[src/rtl/arith_wb_scheduler.sv]
// arith_wb_scheduler
//   Issue and writeback scheduler for the shared arithmetic unit. Every
//   accepted operation reserves the result-port slot it will occupy L cycles
//   later. Issue is refused whenever that slot is already taken. Slot 0 of
//   the reservation line drives the writeback strobe, mux select and tag.
//
// Ports
//   clk          in   rising-edge clock
//   rst          in   asynchronous active-high reset
//   flush        in   drop every pending reservation, blocks issue
//   issue_valid  in   requester has an operation
//   issue_opcode in   operation code (110 is illegal, completes with error)
//   issue_tag    in   destination tag
//   issue_ready  out  operation accepted at this edge if issue_valid=1
//   au_opcode    out  opcode presented to the arithmetic unit (registered)
//   wb_valid     out  a result is on the unit output this cycle
//   wb_sel       out  result-mux select (opcode of the completing op)
//   wb_tag       out  tag of the completing op
//   wb_err       out  completing op had an illegal opcode
//   inflight     out  accepted, not yet completed operations
//   idle         out  inflight == 0
module arith_wb_scheduler #(
   parameter int LAT_INT  = 27,
   parameter int LAT_MUL  = 13,
   parameter int LAT_FADD = 2,
   parameter int LAT_FMUL = 6,
   parameter int MAX_LAT  = 32,
   parameter int TAG_W    = 5
) (
   input  logic             clk,
   input  logic             rst,
   input  logic             flush,
   input  logic             issue_valid,
   input  logic [2:0]       issue_opcode,
   input  logic [TAG_W-1:0] issue_tag,
   output logic             issue_ready,
   output logic [2:0]       au_opcode,
   output logic             wb_valid,
   output logic [2:0]       wb_sel,
   output logic [TAG_W-1:0] wb_tag,
   output logic             wb_err,
   output logic [5:0]       inflight,
   output logic             idle
);

   localparam int LW = $clog2(MAX_LAT + 1);

   // Reservation line: slot i holds the op that completes i cycles from now.
   logic             slot_valid [MAX_LAT];
   logic [2:0]       slot_op    [MAX_LAT];
   logic [TAG_W-1:0] slot_tag   [MAX_LAT];
   logic             slot_err   [MAX_LAT];

   // Contents each slot inherits when nothing is written into it.
   logic             sh_valid [MAX_LAT];
   logic [2:0]       sh_op    [MAX_LAT];
   logic [TAG_W-1:0] sh_tag   [MAX_LAT];
   logic             sh_err   [MAX_LAT];

   logic [LW-1:0] lat;
   logic          target_busy;
   logic          illegal;
   logic          accept;

   always_comb begin
      lat = LW'(1);
      case (issue_opcode)
         3'b000, 3'b001, 3'b010, 3'b011: lat = LW'(LAT_INT);
         3'b100:                         lat = LW'(LAT_MUL);
         3'b101:                         lat = LW'(LAT_FADD);
         3'b111:                         lat = LW'(LAT_FMUL);
         default:                        lat = LW'(1);
      endcase
   end

   // The new op would land in slot L-1 after this edge; that collides with
   // whatever currently sits in slot L (it shifts down into the same place).
   always_comb begin
      target_busy = 1'b0;
      for (int i = 0; i < MAX_LAT; i++) begin
         if (lat == LW'(i) && slot_valid[i]) begin
            target_busy = 1'b1;
         end
      end
   end

   assign illegal     = (issue_opcode == 3'b110);
   assign issue_ready = !flush && !target_busy;
   assign accept      = issue_valid && issue_ready;

   genvar gi;
   generate
      for (gi = 0; gi < MAX_LAT; gi++) begin : g_slot
         if (gi == MAX_LAT - 1) begin : g_top
            assign sh_valid[gi] = 1'b0;
            assign sh_op[gi]    = 3'b000;
            assign sh_tag[gi]   = '0;
            assign sh_err[gi]   = 1'b0;
         end else begin : g_mid
            assign sh_valid[gi] = slot_valid[gi+1];
            assign sh_op[gi]    = slot_op[gi+1];
            assign sh_tag[gi]   = slot_tag[gi+1];
            assign sh_err[gi]   = slot_err[gi+1];
         end

         always_ff @(posedge clk or posedge rst) begin
            if (rst) begin
               slot_valid[gi] <= 1'b0;
               slot_op[gi]    <= 3'b000;
               slot_tag[gi]   <= '0;
               slot_err[gi]   <= 1'b0;
            end else if (flush) begin
               slot_valid[gi] <= 1'b0;
               slot_op[gi]    <= 3'b000;
               slot_tag[gi]   <= '0;
               slot_err[gi]   <= 1'b0;
            end else if (accept && lat == LW'(gi + 1)) begin
               slot_valid[gi] <= 1'b1;
               slot_op[gi]    <= issue_opcode;
               slot_tag[gi]   <= issue_tag;
               slot_err[gi]   <= illegal;
            end else begin
               slot_valid[gi] <= sh_valid[gi];
               slot_op[gi]    <= sh_op[gi];
               slot_tag[gi]   <= sh_tag[gi];
               slot_err[gi]   <= sh_err[gi];
            end
         end
      end
   endgenerate

   assign wb_valid = slot_valid[0];
   assign wb_sel   = slot_op[0];
   assign wb_tag   = slot_tag[0];
   assign wb_err   = slot_err[0];

   always_ff @(posedge clk or posedge rst) begin
      if (rst) begin
         au_opcode <= 3'b000;
      end else if (accept) begin
         au_opcode <= issue_opcode;
      end
   end

   // Saturating up/down count; simultaneous accept and completion cancel.
   always_ff @(posedge clk or posedge rst) begin
      if (rst) begin
         inflight <= 6'd0;
      end else if (flush) begin
         inflight <= 6'd0;
      end else begin
         case ({accept, slot_valid[0]})
            2'b10:   if (inflight != 6'd63) inflight <= inflight + 6'd1;
            2'b01:   if (inflight != 6'd0)  inflight <= inflight - 6'd1;
            default: inflight <= inflight;
         endcase
      end
   end

   assign idle = (inflight == 6'd0);

endmodule

[config.mk]
export PLATFORM = sky130hd
export DESIGN_NAME = arith_wb_scheduler
export DESIGN_NICKNAME = d
export VERILOG_FILES = /design/src/rtl/arith_wb_scheduler.sv
export SDC_FILE = /design/constraint.sdc
export NUM_CORES = 1
export LEC_CHECK = 0
export ABC_CLOCK_PERIOD_IN_PS = 25000
export CORE_MARGIN = 2
export CORE_UTILIZATION = 65
export DETAILED_ROUTE_END_ITERATION = 12
export PLACE_DENSITY = 0.88
export SYNTH_ARGS = -nofsm -noshare
export SYNTH_HDL_FRONTEND = slang
export SYNTH_SLANG_ARGS = --single-unit
[constraint.sdc]
create_clock -name clk -period 25 [get_ports clk]
set_input_delay 5 -clock clk [delete_from_list [all_inputs] [get_ports clk]]
set_output_delay 5 -clock clk [all_outputs]
set_load 0.1 [all_outputs]
==> results of run 1 <==
## kinds of logic after synthesis
group | Yosys count | share of synthesized area, %
AND/OR/NAND/NOR | 381 | 20.38
flip-flops | 319 | 73.88
buffers and inverters | 43 | 1.679
AO/OA/AOI/OAI | 40 | 2.154
multiplexers | 11 | 1.065
adder cells (fa/ha/maj) | 5 | 0.6485
XOR/XNOR | 2 | 0.1621
other | 1 | 0.03470
## final timing paths
path,end
setup / recovery,issue_ready
hold / removal,sh_tag[23]
setup reg to reg,inflight[5]
hold reg to reg,sh_tag[23]
max in group asynchronous,sh_tag[118]
min in group asynchronous,sh_op[9]
## stage by stage
step / cells / hold WS (ns) / total power [W]
final: 1078 / 0.4532 / 0.001035
after global routing: 1078 / 0.4699 / 0.001068
after CTS: 1078 / 0.4567 / 0.001042
after detailed placement: 1027 / 0.4475 / 0.0005805
after global placement: 1027 / 0.4400 / 0.0005789
after floorplan: 811 / 0.4385 / 0.0005682
## final cells by class
cell class / instances / area (µm²)
flip-flops and latches: 319 / 7983
fillers: 908 / 4100
multi-input cells: 449 / 2675
clock buffers: 39 / 813.3
repair buffers: 36 / 354.1
well taps: 220 / 275.3
clock inverters: 12 / 187.7
inverters: 3 / 18.77
## flip-flops by register name, indices dropped and copies added (netlist names)
| register | count |
|---|---|
| sh_tag | 150 |
| sh_op | 90 |
| sh_err | 30 |
| sh_valid | 30 |
| inflight | 6 |
| wb_tag | 5 |
| au_opcode | 3 |
| wb_sel | 3 |
| wb_err | 1 |
| wb_valid | 1 |
## worst reg2reg max path, stage by stage, from the launching register on
cell	delay, ns
dfrtp_1	0.45
a21oi_2	0.18
a211o_1	0.22
nand2_1	0.10
nor2_1	0.33
nor2_1	0.21
ha_1	0.38
o21ai_0	0.33
o21bai_1	0.15
a21oi_1	0.31
and3b_1	0.22
or4_1	0.50
## layout by cell type (no fill, tap or decap), types with 4 or more instances in the layout
cell type and count:
dfrtp_1 319, nor2b_1 253, nand2_1 47, nor2_1 44
clkdlybuf4s50_1 31, clkbuf_16 29, a21oi_1 24, nor3b_1 12
conb_1 10, mux2i_1 7, clkinv_2 6, clkbuf_8 6
nor3_1 5, clkbuf_1 5, bufinv_16 5, mux2_2 4
ha_1 4, buf_4 4
## power by group through the flow
stage	registers, W	clock network, W	logic (W)
2_1_floorplan	0.000543	0	0.0000254
3_5_place_dp	0.000534	0	0.0000465
5_1_grt	0.000525	0.000492	0.0000512
3_3_place_gp	0.000534	0	0.0000452
6_report	0.000525	0.000463	0.0000466
4_1_cts	0.000525	0.000470	0.0000474
## routing by layer
| layer | wire [µm] | up-vias | global-route usage (%) |
|---|---|---|---|
| met5 | 0 | - | 0 |
| met4 | 550 | 0 | 7.109 |
| li1 | - | 2562 | - |
| met1 | 8081 | 3024 | 32.07 |
| met3 | 794 | 53 | 4.061 |
| met2 | 10150 | 147 | 40.16 |
==> results_dict.tcl, run 1 <==
set metrics [dict create \
    post_synthesis_instance_area_mm2 0.01081 \
    hold_path.startpoint "sh_tag[18]" \
    start_util_pct 65.86 \
    critical-path-max-stage-delay_ns 1.16 \
    swShare_pct 21.76 \
    die_w_um 132.9 \
    synth_flop_cell "dfrtp_1" \
    finalHoldViolations 0 \
    worst_ir_drop_vdd_mv 0.08185 \
    grt_setup_unrepaired "false" \
    drv.max_cap_violation_count 0 \
    worstPathMaxFanout 11 \
    netlist_top_cells_area "dfrtp_1 74%, nor2b_1 15%, nand2_1 1.6%" \
    final-setup-viol-count 0 \
    worst-slew-pin-transition_ns 1.151 \
    drt-wirelength-per-cell_um 18.16 \
    antenna_found_initial 0 \
    synth_edf_count 0 \
    drt_pass1_iterations 5 \
    totalWireLength_um 19580 \
    overflow_left_after_global_routing 0 \
    max-slew-margin-rel_pct 23.30 \
    clock_power_share_pct 44.8 \
    post-route-worst-setup-slack_ns 12.39 \
    path_cells "clkdlybuf4s50_1 > mux2i_1 > a211o_1 > nand2_1 > nor2_1 > clkdlybuf4s50_1" \
    ctsHtreeMaxLevel 1 \
    ctsRootBufferMaster "clkbuf_16" \
    rows 47 \
    maximum_achievable_frequency_mhz 79.29 \
    finalWeightedCongestion 0.7548 \
    worst_setup_path_start_kind "input port" \
    worst_setup_hold_path_clk_slew_ns 0.06 \
    detail-route-antenna-nets 0 \
    floorplan.die.height_um 132.9 \
    outcome "finished, final reports clean" \
    critPathCaptureType "primary output" \
    r2r_setup_slack_ns 21.49 \
    worst-path-stages 6 \
    ys_types 43 \
    crit_share_post_route_pct 50.45 \
    syn_area_per_cell_um2 13.47 \
    cts.repair_timing.setup_buffer_count 0 \
    grt_use_total_pct 23.66 \
    clock_insertion_delay_worst_skew_ns 0.53 \
    worst_setup_timing_slack_at_the_placement_stage_ns 12.44 \
    cts-hold-fix-buffers 0 \
    tritoncts_num_sinks 319 \
    io_pins 33 \
    crit_start "issue_opcode[1]" \
    number_of_vias_per_cell_after_detailed_routing 5.367 \
    crit_arrival_ns 7.61 \
    port_buffers 32 \
    critical_path.reg2reg.startpoint "sh_valid[31]" \
    timing.final.crit_period_ns 12.61 \
    critical_path_buf_inv_count 2 \
    post_synth_inst_count 802 \
    dpl_cell_area_mm2 0.01131 \
    synth_top_area_cell "dfrtp_1" \
    crit_path_frequent_cell "clkdlybuf4s50_1" \
    required_time_reported_for_the_critical_path_endpoint_ns 20.00 \
    tns_ns 0 \
    synth.top_cells.by_count "319 x dfrtp_1, 253 x nor2b_1, 47 x nand2_1" \
    first_pass_grt_wire_length_um 32420 \
    area_delta_synth_final_pct 13.90 \
    switchingPower_w 0.0002251 \
    postSynth.asyncResetShare_pct 100.0 \
    detailroute.via_count 5786 \
    post-route-drc-count 0 \
    powerDensity_mw_per_mm2 84.09 \
    final_cell_area_mm2 0.01231 \
    dr.first_iter.drc_count 368 \
    tightest_hold_check_type "reg2reg" \
    seq_area_frac_synth_pct 73.88 \
    post_cts_resize_count 0 \
    fin_worst_skew_ns 0.007846 \
    power.leakage_nw 6.010 \
    maximum_number_of_pins_on_one_net_before_global_route_repair 189 \
    antenna_cells 0 \
    yosysWarnings 0 \
    hold-path-cell-count 1 \
    synth_top_area_share_pct 73.88 \
    p_int_w 0.0008097 \
    tritoncts "built" \
    timing.critical_path.max_delay_family "buffers and inverters" \
    first_global_vias 6211 \
    drive_gt1_share_pct 7.459 \
    dp_hpwl_um 9825 \
    clock_path_buffers 3 \
    final_core_density_pct 75.01 \
    timing_max_transition_violations_final 0 \
    core_region_area_mm2 0.01641 \
    fp.dieArea_mm2 0.01767 \
    synth-seq-cells 319 \
    critPathSlowestCell "clkdlybuf4s50_1" \
    p_comb_share_pct 4.5 \
    post-synth-top-count-cell "dfrtp_1" \
    crit_type "in2out" \
    power.share.sequential_pct 50.7 \
    design.final.nets 855 \
    cts_made_buffers 29 \
    rr_worst_depth 11 \
]
(Power assumes the default switching activity.)
==> run 2, diff against run 1 <==
==> config.mk (replaced) <==
export PLATFORM = sky130hd
export DESIGN_NAME = arith_wb_scheduler
export DESIGN_NICKNAME = d
export VERILOG_FILES = /design/src/rtl/arith_wb_scheduler.sv
export SDC_FILE = /design/constraint.sdc
export NUM_CORES = 1
export LEC_CHECK = 0
export ABC_CLOCK_PERIOD_IN_PS = 12450
export CORE_MARGIN = 2
export CORE_UTILIZATION = 60
export DETAILED_ROUTE_END_ITERATION = 12
export PLACE_DENSITY = 0.82
export SYNTH_ARGS = -nofsm -noshare
export SYNTH_HDL_FRONTEND = slang
export SYNTH_SLANG_ARGS = --single-unit
==> constraint.sdc (replaced) <==
create_clock -name clk -period 12.45 [get_ports clk]
set_input_delay 2.49 -clock clk [delete_from_list [all_inputs] [get_ports clk]]
set_output_delay 2.49 -clock clk [all_outputs]
set_load 0.1 [all_outputs]
==> run 2 against run 1 <==
Compared with the run above:
- non-clock buffer count up 2
- sequential power rose by 100%
- largest power group unchanged
- setup slack lost 7.7 ns
- largest cell class unchanged
- critical endpoint unchanged
- sequential share of layout area down 0.63 points
- count of clock-buffer cells in the layout up 2
- combinational power is 100% higher
- utilization is 5.4 points lower
- first-iteration DRC count rose by 6.5%
==> results_dict.tcl, run 2 (synthesized netlist as in run 1, its figures left out) <==
set metrics [dict create \
    max-slew-margin-rel_pct 31.21 \
    dr.first_iter.drc_count 392 \
    switchingPower_w 0.0004459 \
    detailroute.via_count 5517 \
    final_cell_area_mm2 0.01243 \
    die_w_um 138.2 \
    clock_power_share_pct 46.0 \
    start_util_pct 60.57 \
    totalWireLength_um 17100 \
    rows 49 \
    crit_type "in2out" \
    largest_reg_flops 150 \
    core_region_area_mm2 0.01784 \
    required_time_reported_for_the_critical_path_endpoint_ns 9.96 \
    tritoncts "built" \
    final_core_density_pct 69.65 \
    maximum_number_of_pins_on_one_net_before_global_route_repair 145 \
    outcome "finished, final reports clean" \
    ctsHtreeMaxLevel 1 \
    swShare_pct 20.99 \
    drt_pass1_iterations 4 \
    crit_path_frequent_cell "clkdlybuf4s50_1" \
    floorplan.die.height_um 138.2 \
    design.final.nets 858 \
    power.share.sequential_pct 49.6 \
    drv.max_cap_violation_count 0 \
    drive_gt1_share_pct 8.121 \
    dpl_cell_area_mm2 0.01134 \
    post_cts_resize_count 0 \
    power.leakage_nw 6.063 \
    worst_setup_path_start_kind "input port" \
    first_global_vias 5902 \
    worst-slew-pin-transition_ns 1.032 \
    layout.cells.most_common "dfrtp_1" \
    timing.final.crit_period_ns 7.754 \
    hold-path-cell-count 1 \
    worst_setup_timing_slack_at_the_placement_stage_ns 4.821 \
    n_fill_cell 1183 \
    post-route-drc-count 0 \
    critical-path-max-stage-delay_ns 1.17 \
    grt_setup_unrepaired "false" \
    crit_share_post_route_pct 62.28 \
    powerDensity_mw_per_mm2 170.9 \
    worst_setup_hold_path_clk_slew_ns 0.06 \
    rr_worst_depth 11 \
    tritoncts_num_sinks 319 \
    ctsRootBufferMaster "clkbuf_16" \
    first_pass_grt_wire_length_um 29680 \
    path_cells "clkdlybuf4s50_1 > mux2i_1 > a211o_1 > nand2_1 > nor2_1 > clkdlybuf4s50_1" \
    detail-route-antenna-nets 0 \
    timing_max_transition_violations_final 0 \
    clock_path_buffers 3 \
    fin_worst_skew_ns 0.008736 \
    grt_use_total_pct 18.99 \
    cts_made_buffers 30 \
    p_int_w 0.001678 \
    critPathSlowestCell "clkdlybuf4s50_1" \
    finalWeightedCongestion 0.7561 \
    cts-hold-fix-buffers 0 \
    post-route-worst-setup-slack_ns 4.696 \
    finalHoldViolations 0 \
    final-setup-viol-count 0 \
    worstPathMaxFanout 11 \
    cts.repair_timing.setup_buffer_count 0 \
    number_of_vias_per_cell_after_detailed_routing 5.052 \
    area_delta_synth_final_pct 15.01 \
    crit_arrival_ns 5.26 \
    timing.critical_path.max_delay_family "buffers and inverters" \
    overflow_left_after_global_routing 0 \
    fp.dieArea_mm2 0.01910 \
    mostFrequentLayoutCells "319 x dfrtp_1, 253 x nor2b_1, 47 x nand2_1, 44 x nor2_1" \
    drt-wirelength-per-cell_um 15.66 \
    dp_hpwl_um 8965 \
    p_comb_share_pct 4.4 \
    antenna_found_initial 0 \
    tightest_hold_check_type "reg2reg" \
    worst-path-stages 6 \
    io_pins 33 \
    worst_ir_drop_vdd_mv 0.1266 \
    clock_insertion_delay_worst_skew_ns 0.53 \
    critical_path_buf_inv_count 2 \
    port_buffers 32 \
    maximum_achievable_frequency_mhz 129.0 \
    fin_hold_ws_ns 0.4541 \
    tns_ns 0 \
    critPathCaptureType "primary output" \
]
run 2: cell count changes in the layout (fill, tap and decap cells not counted):
| cell | previous run | this run |
|---|---|---|
| nor3_1 | 5 | 4 |
| buf_8 | 0 | 1 |
| clkinv_2 | 6 | 5 |
| clkbuf_16 | 29 | 31 |
| nor3_2 | 2 | 3 |
| buf_4 | 4 | 6 |
| bufinv_16 | 5 | 6 |
| clkbuf_1 | 5 | 4 |
| diode_2 | 0 | 1 |
run 2: through the flow:
step / cells / power [W]
2_1_floorplan: 811 / 0.001141
3_3_place_gp: 1038 / 0.001165
3_5_place_dp: 1038 / 0.001166
4_1_cts: 1091 / 0.002147
5_1_grt: 1091 / 0.002198
6_report: 1092 / 0.002124
run 2: worst paths after layout:
check                           startpoint           end  slack, ns
setup / recovery           issue_opcode[1]   issue_ready       4.70
hold / removal                 sh_tag[137]   sh_tag[142]       0.45
setup reg to reg              sh_valid[31]   inflight[5]       9.00
hold reg to reg                sh_tag[137]   sh_tag[142]       0.45
max in group asynchronous              rst   sh_tag[158]       8.53
min in group asynchronous              rst  sh_valid[10]       2.44
run 2: worst reg2reg max path: stages, from the launching register on:
cell and delay [ns]:
dfrtp_1 0.43, a21oi_2 0.19, a211o_1 0.22, nand2_1 0.13, nor2_1 0.36, nor2_1 0.21
ha_1 0.39, o21ai_0 0.29, o21bai_1 0.14, a21oi_1 0.30, and3b_1 0.21, or4_1 0.49
run 2: cell type report:
class | instances | area, µm² | area share, %
antenna | 1 | 2.502 | 0.02014
multi-input combinational | 449 | 2680 | 21.57
clock inverter | 12 | 212.7 | 1.712
sequential | 319 | 7983 | 64.24
clock buffer | 41 | 873.3 | 7.028
inverter | 3 | 18.77 | 0.1510
timing repair buffer | 38 | 370.4 | 2.980
tap | 229 | 286.5 | 2.306
run 2: per-layer routing:
metal  wire length [µm]  vias to the layer above  GRT usage, %  share of wire [%]
met2               8277                       76         30.35                 48
met3                611                       32         3.464                3.6
met5                  0                        -             0                  0
met4                357                        0         4.565                2.1
li1                   -                     2564             -                  -
met1               7856                     2845         27.93                 46
run 2: power groups by stage:
stage	Clock (W)	Combinational, W	Sequential [W]
after floorplan	0	0.0000511	0.00109
after global placement	0	0.0000934	0.00107
after detailed placement	0	0.0000944	0.00107
after CTS	0.000999	0.0000953	0.00105
after global routing	0.00104	0.000103	0.00105
final	0.000978	0.0000932	0.00105
